===== src/rtl/i2s_pkg.sv =====
// rtl/i2s_pkg.sv - shared types and constants for the I2S receive path
//
// Purpose: receiver state encoding, channel encoding of lrclk and the
// default word/slot geometry used by i2s_to_pcm_converter.
// Ports: none (package).
package i2s_pkg;

  typedef enum logic [1:0] {
    IDLE    = 2'd0,
    HUNT    = 2'd1,
    ACQUIRE = 2'd2,
    LOCKED  = 2'd3
  } i2s_state_e;

  // lrclk level for each channel
  localparam logic CH_LEFT  = 1'b0;
  localparam logic CH_RIGHT = 1'b1;

  localparam int DEF_DATA_WIDTH = 24;
  localparam int DEF_SLOT_BITS  = 32;

endpackage


===== src/rtl/i2s_pin_sync.sv =====
// rtl/i2s_pin_sync.sv - pin synchronizers and bclk rise detector
//
// Purpose: brings bclk/lrclk/sdata into the clk domain through
// SYNC_STAGES flops each, plus one extra bclk flop for the rise detector.
// All three pins share the same delay, so lrclk_s/sdata_s are stable and
// aligned with bclk_rise.
// Ports:
//   clk, rst_n           fabric clock, async active-low reset
//   clr                  synchronous clear (receiver disabled)
//   bclk_in, lrclk_in,
//   sdata_in             raw asynchronous I2S pins
//   bclk_rise            one-clk pulse per synchronized bclk rising edge
//   lrclk_s, sdata_s     synchronized word select and data
module i2s_pin_sync #(
  parameter int SYNC_STAGES = 2
) (
  input  logic clk,
  input  logic rst_n,
  input  logic clr,
  input  logic bclk_in,
  input  logic lrclk_in,
  input  logic sdata_in,
  output logic bclk_rise,
  output logic lrclk_s,
  output logic sdata_s
);

  logic [SYNC_STAGES-1:0] bclk_sr;
  logic [SYNC_STAGES-1:0] lrclk_sr;
  logic [SYNC_STAGES-1:0] sdata_sr;
  logic                   bclk_d;
  logic                   bclk_s;

  always_ff @(posedge clk or negedge rst_n) begin
    if (!rst_n) begin
      bclk_sr  <= '0;
      lrclk_sr <= '0;
      sdata_sr <= '0;
      bclk_d   <= 1'b0;
    end else if (clr) begin
      bclk_sr  <= '0;
      lrclk_sr <= '0;
      sdata_sr <= '0;
      bclk_d   <= 1'b0;
    end else begin
      bclk_sr[0]  <= bclk_in;
      lrclk_sr[0] <= lrclk_in;
      sdata_sr[0] <= sdata_in;
      for (int i = 1; i < SYNC_STAGES; i++) begin
        bclk_sr[i]  <= bclk_sr[i-1];
        lrclk_sr[i] <= lrclk_sr[i-1];
        sdata_sr[i] <= sdata_sr[i-1];
      end
      bclk_d <= bclk_s;
    end
  end

  assign bclk_s    = bclk_sr[SYNC_STAGES-1];
  assign lrclk_s   = lrclk_sr[SYNC_STAGES-1];
  assign sdata_s   = sdata_sr[SYNC_STAGES-1];
  assign bclk_rise = bclk_s & ~bclk_d;

endmodule


===== src/rtl/i2s_to_pcm_converter.sv =====
// rtl/i2s_to_pcm_converter.sv - oversampled I2S receiver producing PCM words
//
// Purpose: recovers DATA_WIDTH-bit left/right words from an external I2S
// stream sampled in the clk domain, validates slot length, locks after
// LOCK_SLOTS good slots and emits one-clk l_data_en/r_data_en strobes.
// Ports:
//   clk, rst_n            fabric clock, async active-low reset
//   audio_en              synchronous enable; low clears everything
//   bclk_in, lrclk_in,
//   sdata_in              external I2S pins (asynchronous)
//   l_data, r_data        last captured left/right word
//   l_data_en, r_data_en  one-clk valid strobes
//   locked                receiver locked to the stream
//   frame_err             sticky malformed-slot / bclk-timeout flag
module i2s_to_pcm_converter
  import i2s_pkg::*;
#(
  parameter int DATA_WIDTH   = DEF_DATA_WIDTH,
  parameter int SLOT_BITS    = DEF_SLOT_BITS,
  parameter int SYNC_STAGES  = 2,
  parameter int LOCK_SLOTS   = 4,
  parameter int BCLK_TIMEOUT = 64
) (
  input  logic                  clk,
  input  logic                  rst_n,
  input  logic                  audio_en,
  input  logic                  bclk_in,
  input  logic                  lrclk_in,
  input  logic                  sdata_in,
  output logic [DATA_WIDTH-1:0] l_data,
  output logic [DATA_WIDTH-1:0] r_data,
  output logic                  l_data_en,
  output logic                  r_data_en,
  output logic                  locked,
  output logic                  frame_err
);

  localparam int IW = $clog2(DATA_WIDTH + 1);
  localparam int GW = $clog2(LOCK_SLOTS + 1);
  localparam int WW = $clog2(BCLK_TIMEOUT + 1);

  logic                  brise;
  logic                  lrclk_s;
  logic                  sdata_s;
  logic                  sync_clr;

  i2s_state_e            state, state_nxt;
  logic [GW-1:0]         good_cnt, good_nxt, good_inc;
  logic                  locked_nxt;
  logic                  err_nxt;

  logic                  lr_prev;
  logic [5:0]            slot_cnt;
  logic [IW-1:0]         bit_idx;
  logic [DATA_WIDTH-1:0] shreg;
  logic [WW-1:0]         wd_cnt;

  logic                  boundary;
  logic                  slot_good;
  logic                  timeout;
  logic                  word_done;
  logic [DATA_WIDTH-1:0] word_next;

  assign sync_clr = ~audio_en;

  i2s_pin_sync #(
    .SYNC_STAGES(SYNC_STAGES)
  ) u_pin_sync (
    .clk      (clk),
    .rst_n    (rst_n),
    .clr      (sync_clr),
    .bclk_in  (bclk_in),
    .lrclk_in (lrclk_in),
    .sdata_in (sdata_in),
    .bclk_rise(brise),
    .lrclk_s  (lrclk_s),
    .sdata_s  (sdata_s)
  );

  assign boundary  = brise && (lrclk_s != lr_prev);
  assign slot_good = (slot_cnt == 6'(SLOT_BITS));
  // Fires on the clk that would take the watchdog to BCLK_TIMEOUT; a brise
  // in the same cycle takes priority and restarts the count instead.
  assign timeout   = !brise && (wd_cnt >= WW'(BCLK_TIMEOUT - 1));
  // The boundary rise carries the previous slot's last bit, so only
  // non-boundary rises contribute data bits.
  assign word_done = brise && !boundary && (bit_idx == IW'(DATA_WIDTH - 1));
  assign word_next = {shreg[DATA_WIDTH-2:0], sdata_s};
  assign good_inc  = good_cnt + 1'b1;

  // Slot tracking, data shift register and bclk watchdog
  always_ff @(posedge clk or negedge rst_n) begin
    if (!rst_n) begin
      lr_prev  <= 1'b0;
      slot_cnt <= '0;
      bit_idx  <= '0;
      shreg    <= '0;
      wd_cnt   <= '0;
    end else if (!audio_en) begin
      lr_prev  <= 1'b0;
      slot_cnt <= '0;
      bit_idx  <= '0;
      shreg    <= '0;
      wd_cnt   <= '0;
    end else begin
      if (brise) begin
        wd_cnt <= '0;
      end else if (wd_cnt != WW'(BCLK_TIMEOUT)) begin
        wd_cnt <= wd_cnt + 1'b1;
      end

      if (brise) begin
        lr_prev <= lrclk_s;
        if (boundary) begin
          slot_cnt <= 6'd1;
          bit_idx  <= '0;
        end else begin
          if (slot_cnt != 6'd63) begin
            slot_cnt <= slot_cnt + 1'b1;
          end
          if (bit_idx < IW'(DATA_WIDTH)) begin
            shreg   <= word_next;
            bit_idx <= bit_idx + 1'b1;
          end
        end
      end
    end
  end

  // Output words: loaded straight from the completing shift so the strobe
  // follows the LSB-sampling rise by one clk.
  always_ff @(posedge clk or negedge rst_n) begin
    if (!rst_n) begin
      l_data    <= '0;
      r_data    <= '0;
      l_data_en <= 1'b0;
      r_data_en <= 1'b0;
    end else if (!audio_en) begin
      l_data    <= '0;
      r_data    <= '0;
      l_data_en <= 1'b0;
      r_data_en <= 1'b0;
    end else begin
      l_data_en <= 1'b0;
      r_data_en <= 1'b0;
      if (word_done && (state == LOCKED)) begin
        case (lrclk_s)
          CH_LEFT: begin
            l_data    <= word_next;
            l_data_en <= 1'b1;
          end
          CH_RIGHT: begin
            r_data    <= word_next;
            r_data_en <= 1'b1;
          end
        endcase
      end
    end
  end

  // Lock state machine: state register
  always_ff @(posedge clk or negedge rst_n) begin
    if (!rst_n) begin
      state     <= IDLE;
      good_cnt  <= '0;
      locked    <= 1'b0;
      frame_err <= 1'b0;
    end else begin
      state     <= state_nxt;
      good_cnt  <= good_nxt;
      locked    <= locked_nxt;
      frame_err <= err_nxt;
    end
  end

  // Lock state machine: next state
  always_comb begin
    state_nxt  = state;
    good_nxt   = good_cnt;
    locked_nxt = locked;
    err_nxt    = frame_err;

    if (!audio_en) begin
      state_nxt  = IDLE;
      good_nxt   = '0;
      locked_nxt = 1'b0;
      err_nxt    = 1'b0;
    end else begin
      case (state)
        IDLE: begin
          state_nxt = HUNT;
        end
        HUNT: begin
          // The slot in progress at start-up is partial, so its length is
          // not judged; counting starts from the first boundary.
          if (boundary) begin
            good_nxt  = '0;
            state_nxt = ACQUIRE;
          end
        end
        ACQUIRE: begin
          if (timeout) begin
            err_nxt    = 1'b1;
            locked_nxt = 1'b0;
            state_nxt  = HUNT;
          end else if (boundary) begin
            if (slot_good) begin
              good_nxt = good_inc;
              if (good_inc == GW'(LOCK_SLOTS)) begin
                locked_nxt = 1'b1;
                state_nxt  = LOCKED;
              end
            end else begin
              err_nxt  = 1'b1;
              good_nxt = '0;
            end
          end
        end
        LOCKED: begin
          if (timeout) begin
            err_nxt    = 1'b1;
            locked_nxt = 1'b0;
            state_nxt  = HUNT;
          end else if (boundary && !slot_good) begin
            err_nxt    = 1'b1;
            locked_nxt = 1'b0;
            good_nxt   = '0;
            state_nxt  = ACQUIRE;
          end
        end
        default: begin
          state_nxt = IDLE;
        end
      endcase
    end
  end

endmodule


===== config.mk =====
export PLATFORM = sky130hd
export DESIGN_NAME = i2s_to_pcm_converter
export DESIGN_NICKNAME = d
export VERILOG_FILES = /design/src/rtl/i2s_pkg.sv /design/src/rtl/i2s_pin_sync.sv /design/src/rtl/i2s_to_pcm_converter.sv
export SDC_FILE = /design/constraint.sdc
export NUM_CORES = 1
export LEC_CHECK = 0
export CAP_MARGIN = 20
export CORE_ASPECT_RATIO = 0.7
export CORE_MARGIN = 2
export CORE_UTILIZATION = 25
export CTS_BUF_LIST = sky130_fd_sc_hd__clkbuf_8
export DETAILED_ROUTE_END_ITERATION = 10
export PLACE_DENSITY = 0.4
export SLEW_MARGIN = 15
export SYNTH_ARGS = -nofsm -noshare
export SYNTH_HDL_FRONTEND = slang
export SYNTH_SLANG_ARGS = --single-unit

===== constraint.sdc =====
create_clock -name clk -period 4.05 [get_ports clk]
set_input_delay 1.215 -clock clk [delete_from_list [all_inputs] [get_ports clk]]
set_output_delay 1.215 -clock clk [all_outputs]
set_load 0.01 [all_outputs]

Word-level counts from Yosys, hierarchy flattened
Cells that the tools add are included.
{"block": "op_classes", "n_addsub": 4, "n_lt_le_gt_ge": 2, "eq_ne": 30, "muxes": 65, "n_bitwise": 2, "n_reduce_logical": 19}
{"op": "$mux 24", "n": 6}
{"op": "$mux 23", "n": 4}
{"op": "$mux 6", "n": 4}
{"op": "$mux 1", "n": 22}
{"op": "$mux 2", "n": 11}
{"op": "$mux 3", "n": 7}
{"op": "$mux 7", "n": 3}
{"op": "$mux 5", "n": 4}
{"op": "$ne 4x4->1 const B", "n": 4}
{"op": "$ne 3x1->1 const B", "n": 4}
{"op": "$ne 3x3->1 const B", "n": 4}
{"op": "$reduce_and 5->1", "n": 2}
{"op": "$pmux 3 s3", "n": 1}
{"op": "$ne 2x1->1 const B", "n": 4}
{"op": "$pmux 2 s4", "n": 1}
{"op": "$reduce_and 2->1", "n": 4}
{"op": "$add 7x1->7 const B", "n": 1}
{"op": "$ge 7x6->1 const B", "n": 1}
{"op": "$ne 7x7->1 const B", "n": 1}
{"op": "$add 6x1->6 const B", "n": 1}
{"op": "$eq 6x6->1 const B", "n": 1}
{"op": "$logic_and 1x1->1", "n": 6}
{"op": "$ne 6x6->1 const B", "n": 1}
{"op": "$reduce_and 6->1", "n": 1}
{"op": "19 further kinds", "n": 24}
{"block": "word_totals", "regBits": 106, "inputBits": 6, "wordCells": 139}

Logic depth before layout (Yosys ltp)
Gate-level depths: netlist of run 1.
{"block": "logic_depth", "word_depth": 9, "mapped_depth": 8, "ltp_nobuf": 7}

Modules after synthesis
Synthesis of run 1 repeated with hierarchy kept, for this count alone.
{"block": "unflattened", "hier_cells": 402, "area_unflattened_um2": 4553.1}
{"module": "i2s_to_pcm_converter", "instances": 1, "cells_per_inst": 387, "area_each_um2": 4327.9, "seq_area_each_um2": 2477.4}
{"module": "i2s_pin_sync", "instances": 1, "cells_per_inst": 15, "area_each_um2": 225.2, "seq_area_each_um2": 175.2}

Worst setup path after synthesis of run 1
No wires, ideal clock.
{"block": "synth_timing", "path_type": "input to register", "start": "input port audio_en", "end": "register r_data[10]", "setup_ns": 0.066, "arrival_ns": 2.370, "required_ns": 3.984, "slack_ns": 1.613, "cell_stages": 5, "path_buffers": 2, "cell_sequence": "buf_2 -> clkinv_1 -> a31oi_1 -> clkbuf_1 -> a22o_1"}
{"block": "synth_via", "elab_chain_cells": 2, "word_cells_on_any_way": 4, "cone_classes": "eq/ne: 2; mux: 1; reduce/logical: 1"}
{"item": "from (decl)", "line_no": "i2s_to_pcm_converter.sv:26", "text": "input logic audio_en,"}
{"item": "$ne 2x1->1 (no line)"}
{"item": "$reduce_and 2->1 (no line)"}
{"item": "to (signal assigned)", "line_no": "i2s_to_pcm_converter.sv:153", "text": "r_data <= word_next;"}
{"item": "to (decl)", "line_no": "i2s_to_pcm_converter.sv:31", "text": "output logic [DATA_WIDTH-1:0] r_data,"}
Several ways; a longest one is shown, not always the timed one.
A chain may end at the register's enable or synchronous reset.

Worst setup path after layout of run 1
{"block": "layout_timing", "start": "input port audio_en", "end": "register r_data[23]"}
Same word-level chain as after synthesis.

==> reports/qor.yml, run 1 <==
clock_tree:
  cts-buffers-inserted: 9
  holdBufCountCts: 0
  clock_tree.root_cell: "sky130_fd_sc_hd__clkbuf_8"
  count_of_instances_resized_after_the_clock_tree_is_built: 0
  post_cts_setup_bufs: 0
  cts.sinks: 106
  worst_setup_hold_path_clk_slew_ps: 110
  cts.htree.levels: 3
  worstSkewPairLatency_ps: 370
  clock_tree.buffer_depth: 2
  tritoncts: "yes"
yosys:
  synth-adder-area-share: 0.0309
  ys_seq_elements: 106
  synth-edff-count: 0
  synth_most_common_cell: "sky130_fd_sc_hd__dfrtp_1"
  synth_async_reset_ratio: 1.00
  area_share_of_the_largest_cell_type_after_synthesis: 0.595
  synth-warning-count: 0
  main_combinational_cell_family_by_area_after_synthesis: "compound AO/OA/AOI/OAI gates"
  synth_compound_gate_area_share: 0.191
  synth_area_per_cell_um2: 11.1
  library_cell_occupying_the_most_area_in_the_post_synthesis_netlist: "sky130_fd_sc_hd__dfrtp_1"
  yosys-top-cells-area: "sky130_fd_sc_hd__dfrtp_1, sky130_fd_sc_hd__a22o_1, sky130_fd_sc_hd__nand2_1"
  post_synth_instance_area_um2: 4460
  prevailing_post_synth_register_cell: "sky130_fd_sc_hd__dfrtp_1"
  mappedNetlistNets: 418
  post_synth_most_frequent_cells: "sky130_fd_sc_hd__dfrtp_1, sky130_fd_sc_hd__nand2_1, sky130_fd_sc_hd__a22o_1"
  netlist_instances: 401
  yosys.area_share.simple: 0.125
  yosysSeqAreaShare: 0.595
  synth_xor_xnor_area_share: 0.0177
  yosysUniqueCellTypes: 47
  synthMuxAreaShare: 0.00730
grt:
  grt_start_max_net_pins: 68
  vias_in_the_first_global_route: 3162
  groute.usage.overall: 0.123
  grt_antenna_before_repair: 0
  wire_length_of_the_first_global_routing_pass_um: 17800
  overflow: 0
detailed_routing:
  drc_errors: 0
  post_drt_via_cell_ratio: 4.52
  route.detailed.wl_per_inst_um: 15.7
  drt_iter0_markers: 135
  remaining_antenna_violation_count_after_routing: 0
  drt_pre_antenna_iters: 4
  detail_route.wirelength_um: 10900
  detailroute.via_count: 3125
timing:
  worst_clock_skew_ps: 13.8
  setup_viol: 0
  max_freq_ghz: 0.314
  tns_ps: 0
  number_of_max_slew_violations_in_the_final_report: 0
  min_period_over_period: 0.785
  hold_viol: 0
  max_slew_margin: 0.379
  grt_setup_unrepaired: "false"
  timing.final.crit_period_ps: 3180
  timing_worst_slew_pin_value_ps: 929
pwr:
  power_density_nw_per_um2: 373
  power.leakage_nw: 2.37
  peakVddDrop_uv: 146
floorplanning:
  fp.dieArea_um2: 18900
  die_width_um: 164
  die_height_um: 116
  rows: 40
  initial_utilization: 0.258
  ios: 58
  core_area_um2: 17300
placement:
  portBuffers: 57
  detailedPlacementHpwl_um: 7130
  place.gp.congestion: 0.732
  postPlaceCellArea_um2: 5290
worst_setup_path:
  critical-path-top-delay-family: "buffers and inverters"
  max_stage_delay_ps: 890
  worst_path_bufs_invs: 3
  setup.worst_path.end_class: "register"
  crit_chain: "clkdlybuf4s50_1, clkinv_1, a31oi_2, buf_4, a22o_1"
  critical_path_required_ps: 4350
  cp.arrival_ps: 3490
  path_class: "input port to register"
  kind_of_start_point_of_the_critical_path: "input port"
  worstPathMaxFanout: 24
  crit_path_top_delay_cell: "sky130_fd_sc_hd__clkdlybuf4s50_1"
outcome:
  run_status: "completed"
final_layout:
  drive_above_1_share: 0.0738
  stdcell_area_um2: 5490
  final-seq-area_um2: 2650
  multi_input_gate_area_um2: 1670
  core_occupancy_in_the_finished_layout: 0.317
  n_fill_cell: 1772
  area.growth.synth_to_final_pct: 23.1
  diodes: 0
  final_net_count: 473
worst_hold_path:
  hp-class: "register to register"
run:
  maxCapViolations: 0
==> logic make-up after synthesis <==
group	count (synthesis)
simple gates	121
compound gates	117
flops	106
buf+inv	34
fa+ha+maj	11
xor+xnor	9
mux	3
==> worst paths after layout <==
| kind | from | end | slack [ps] | cells past startpoint |
|---|---|---|---|---|
| setup / recovery | audio_en | r_data[23] | 870 | 5 |
| hold / removal | u_pin_sync.sdata_sr[0] | u_pin_sync.sdata_sr[1] | 480 | 1 |
| setup reg to reg | lr_prev | shreg[5] | 1740 | 4 |
| hold reg to reg | u_pin_sync.sdata_sr[0] | u_pin_sync.sdata_sr[1] | 480 | 1 |
| max in group asynchronous | rst_n | shreg[3] | 2210 | 2 |
| min in group asynchronous | rst_n | wd_cnt[0] | 940 | 1 |
==> placed cells by master, fill, tap and decap left out, types with 3 or more instances in the layout <==
cell type                         count
sky130_fd_sc_hd__nand3_1             10
sky130_fd_sc_hd__xor2_1               5
sky130_fd_sc_hd__o31ai_1              3
sky130_fd_sc_hd__and2_1               8
sky130_fd_sc_hd__nand2b_1             4
sky130_fd_sc_hd__ha_1                11
sky130_fd_sc_hd__nor2_1              19
sky130_fd_sc_hd__o21ai_0             15
sky130_fd_sc_hd__a22o_1              49
sky130_fd_sc_hd__a21oi_1             32
sky130_fd_sc_hd__nand2_1             60
sky130_fd_sc_hd__and3_1               7
sky130_fd_sc_hd__clkdlybuf4s50_1     56
sky130_fd_sc_hd__xnor2_1              4
sky130_fd_sc_hd__clkbuf_8             9
sky130_fd_sc_hd__buf_4                9
sky130_fd_sc_hd__inv_1               12
sky130_fd_sc_hd__dfrtp_1            106
==> routing by layer <==
metal,global-route usage,share of wire,up-vias
met4,0.0298,0.0089,0
met3,0.0308,0.034,7
met5,0,0,-
li1,-,-,1527
met1,0.197,0.56,1534
met2,0.163,0.39,57
==> layout make-up <==
cell class                      instances  share of cell area
Sequential cell                       106               0.483
Multi-Input combinational cell        261               0.304
Timing Repair Buffer                   65               0.114
Tap cell                              231              0.0527
Clock buffer                            9              0.0226
Clock inverter                          7              0.0141
Inverter                               13             0.00889
==> state kept, by name, indices dropped and copies added (netlist names), 3 cells and up <==
| name | cells |
|---|---|
| bit_idx | 5 |
| good_cnt | 3 |
| l_data | 24 |
| r_data | 24 |
| shreg | 23 |
| slot_cnt | 6 |
| wd_cnt | 7 |
==> stage by stage <==
stage                     instances  setup slack, ps  total power, mW  hold WS (ps)
after floorplan                 401             1610             1.29           434
after global placement          676              475             1.39           445
after detailed placement        676              425             1.39           445
after CTS                       692              840             2.08           479
after global routing            692              621             2.16           502
final                           692              869             2.04           476
==> report_power, final <==
part	total (mW)	switching, mW	internal [mW]
registers	1.12	0.0321	1.09
logic	0.247	0.150	0.0969
clock network	0.679	0.386	0.293
total	2.04	0.568	1.48
Power figures use the tool's default switching activity.
==> run 2: changes to the inputs <==
Settings changed: PLACE_DENSITY 0.4 to 0.42.
Clock period 4.05 ns to 2.9 ns, I/O delays scaled along.
==> run 2 against run 1 <==
Against the previous run:
- clock skew down 1.2 ps
- largest cell class unchanged
- critical path depth grew 1
- highest routed layer unchanged
- hold slack got worse by 66 ps
- clock power rose by 39%
- global-route usage shrank 0.14 points
- largest power group unchanged
- total power increased by 40%
- wire length is essentially flat
- combinational power up 45%
- die area did not move
- non-clock buffer count up 5
- final cell count is 0.72% higher
==> reports/qor.yml, run 2 (same netlist as run 1, synthesis figures left out) <==
outcome:
  run_status: "completed"
pwr:
  power_density_nw_per_um2: 514
  power.combinational.fraction: 0.125
  cellInternalPower_mw: 2.07
  p_seq_frac: 0.545
  peakVddDrop_uv: 196
  power.leakage_nw: 2.40
  clock_power_share: 0.330
  p_switching_mw: 0.795
  switching_share: 0.278
  power_mw: 2.86
floorplanning:
  fp.dieArea_um2: 18900
  rows: 40
  initial_utilization: 0.258
  die_height_um: 116
  die_width_um: 164
  core_area_um2: 17300
  ios: 58
clock_tree:
  clock_tree.root_cell: "sky130_fd_sc_hd__clkbuf_8"
  holdBufCountCts: 0
  worstSkewPairLatency_ps: 370
  clock_tree.buffer_depth: 2
  worst_setup_hold_path_clk_slew_ps: 110
  cts.htree.levels: 3
  post_cts_setup_bufs: 0
  cts.sinks: 106
  cts-buffers-inserted: 9
  count_of_instances_resized_after_the_clock_tree_is_built: 0
  tritoncts: "yes"
final_layout:
  biggestRegsByFlops: "l_data x24, r_data x24, shreg x23"
  drive_above_1_share: 0.0837
  final_net_count: 478
  diodes: 0
  final-seq-area_um2: 2650
  mostFrequentLayoutCells: "sky130_fd_sc_hd__dfrtp_1, sky130_fd_sc_hd__nand2_1, sky130_fd_sc_hd__clkdlybuf4s50_1"
  area.growth.synth_to_final_pct: 24.8
  multi_input_gate_area_um2: 1670
  layout.cells.most_common: "sky130_fd_sc_hd__dfrtp_1"
  layout.cells.non_filler: 697
  core_occupancy_in_the_finished_layout: 0.321
  n_fill_cell: 1760
worst_setup_path:
  crit_chain: "ha_1, a211oi_1, o31ai_1, nor2_1, o21ai_0, a32o_1"
  path_class: "register to register"
  kind_of_start_point_of_the_critical_path: "register"
  max_stage_delay_ps: 460
  worstPathMaxFanout: 6
  setup.worst_path.end_class: "register"
  critical_path_required_ps: 3160
  cp.arrival_ps: 2440
  crit_path_top_delay_cell: "sky130_fd_sc_hd__dfrtp_1"
detailed_routing:
  remaining_antenna_violation_count_after_routing: 0
  post_drt_via_cell_ratio: 4.59
  drc_errors: 0
  drt_pre_antenna_iters: 4
  drt_iter0_markers: 182
  detailroute.via_count: 3199
  detail_route.wirelength_um: 10900
  route.detailed.wl_per_inst_um: 15.6
timing:
  timing.final.crit_period_ps: 2180
  number_of_max_slew_violations_in_the_final_report: 0
  max_freq_ghz: 0.458
  min_period_over_period: 0.753
  grt_setup_unrepaired: "false"
  timing_worst_slew_pin_value_ps: 618
  worst_clock_skew_ps: 12.6
  setup_viol: 0
  max_slew_margin: 0.585
  hold_viol: 0
  tns_ps: 0
grt:
  grt_start_max_net_pins: 54
  overflow: 0
  met1_usage: 0.195
  vias_in_the_first_global_route: 3199
  busiest_layer: "met1"
  grt_antenna_before_repair: 0
  wire_length_of_the_first_global_routing_pass_um: 17900
  grt.met2_usage: 0.157
  groute.layer.met3.usage: 0.0304
  groute.usage.overall: 0.122
worst_hold_path:
  hp-class: "input port to async pin"
run:
  maxCapViolations: 0
placement:
  place.gp.congestion: 0.759
  detailedPlacementHpwl_um: 7110
  portBuffers: 57
  placedCellCount: 681
-- run 2: cell count changes in the layout (fill, tap and decap cells not counted), sizes merged --
cell and delta:
buf +5, inv -1, clkinv -1, clkinvlp +2
-- run 2: layer usage --
layer / vias up / part of all wire
met5: - / 0
met4: 0 / 0.010
met3: 11 / 0.037
met2: 67 / 0.40
met1: 1580 / 0.55
li1: 1541 / -
-- run 2: path summary, 6_finish.rpt --
check,from,endpoint,slack (ps),depth (start not counted)
max,wd_cnt[0],state[1],720,6
min,rst_n,l_data[9],410,1
min reg2reg,u_pin_sync.bclk_sr[0],u_pin_sync.bclk_sr[1],470,1
min in group clk,u_pin_sync.bclk_sr[0],u_pin_sync.bclk_sr[1],470,1
max reg2reg,wd_cnt[0],state[1],720,6
max in group asynchronous,rst_n,wd_cnt[2],1790,2
-- run 2: layout make-up --
class	instances	share of cell area
inverter	13	0.00877
clock inverter	7	0.0142
sequential	106	0.477
tap	231	0.0519
multi-input combinational	261	0.300
clock buffer	9	0.0223
timing repair buffer	70	0.126
-- run 2: per-stage QoR --
| stage | hold WS [ps] | area, µm² | setup WS, ps |
|---|---|---|---|
| after floorplan | 434 | 4460 | 808 |
| after global placement | 449 | 5360 | 383 |
| after detailed placement | 449 | 5360 | 322 |
| after CTS | 401 | 5560 | 664 |
| after global routing | 412 | 5560 | 566 |
| final | 410 | 5560 | 715 |
-- run 2: power groups by stage --
stage          Clock (mW)  Combinational, mW  Sequential, mW
3_3_place_gp            0              0.356            1.59
6_report            0.944              0.357            1.56
3_5_place_dp            0              0.360            1.59
4_1_cts             0.986              0.362            1.56
2_1_floorplan           0              0.224            1.58
5_1_grt              1.05              0.409            1.57
-- run 2: worst max-delay path: cells and delay by family, from the launching register on --
family | cells | cell delay, ps
fa+ha+maj | 1 | 290
simple gates | 1 | 250
compound gates | 4 | 1080
flops | 1 | 460
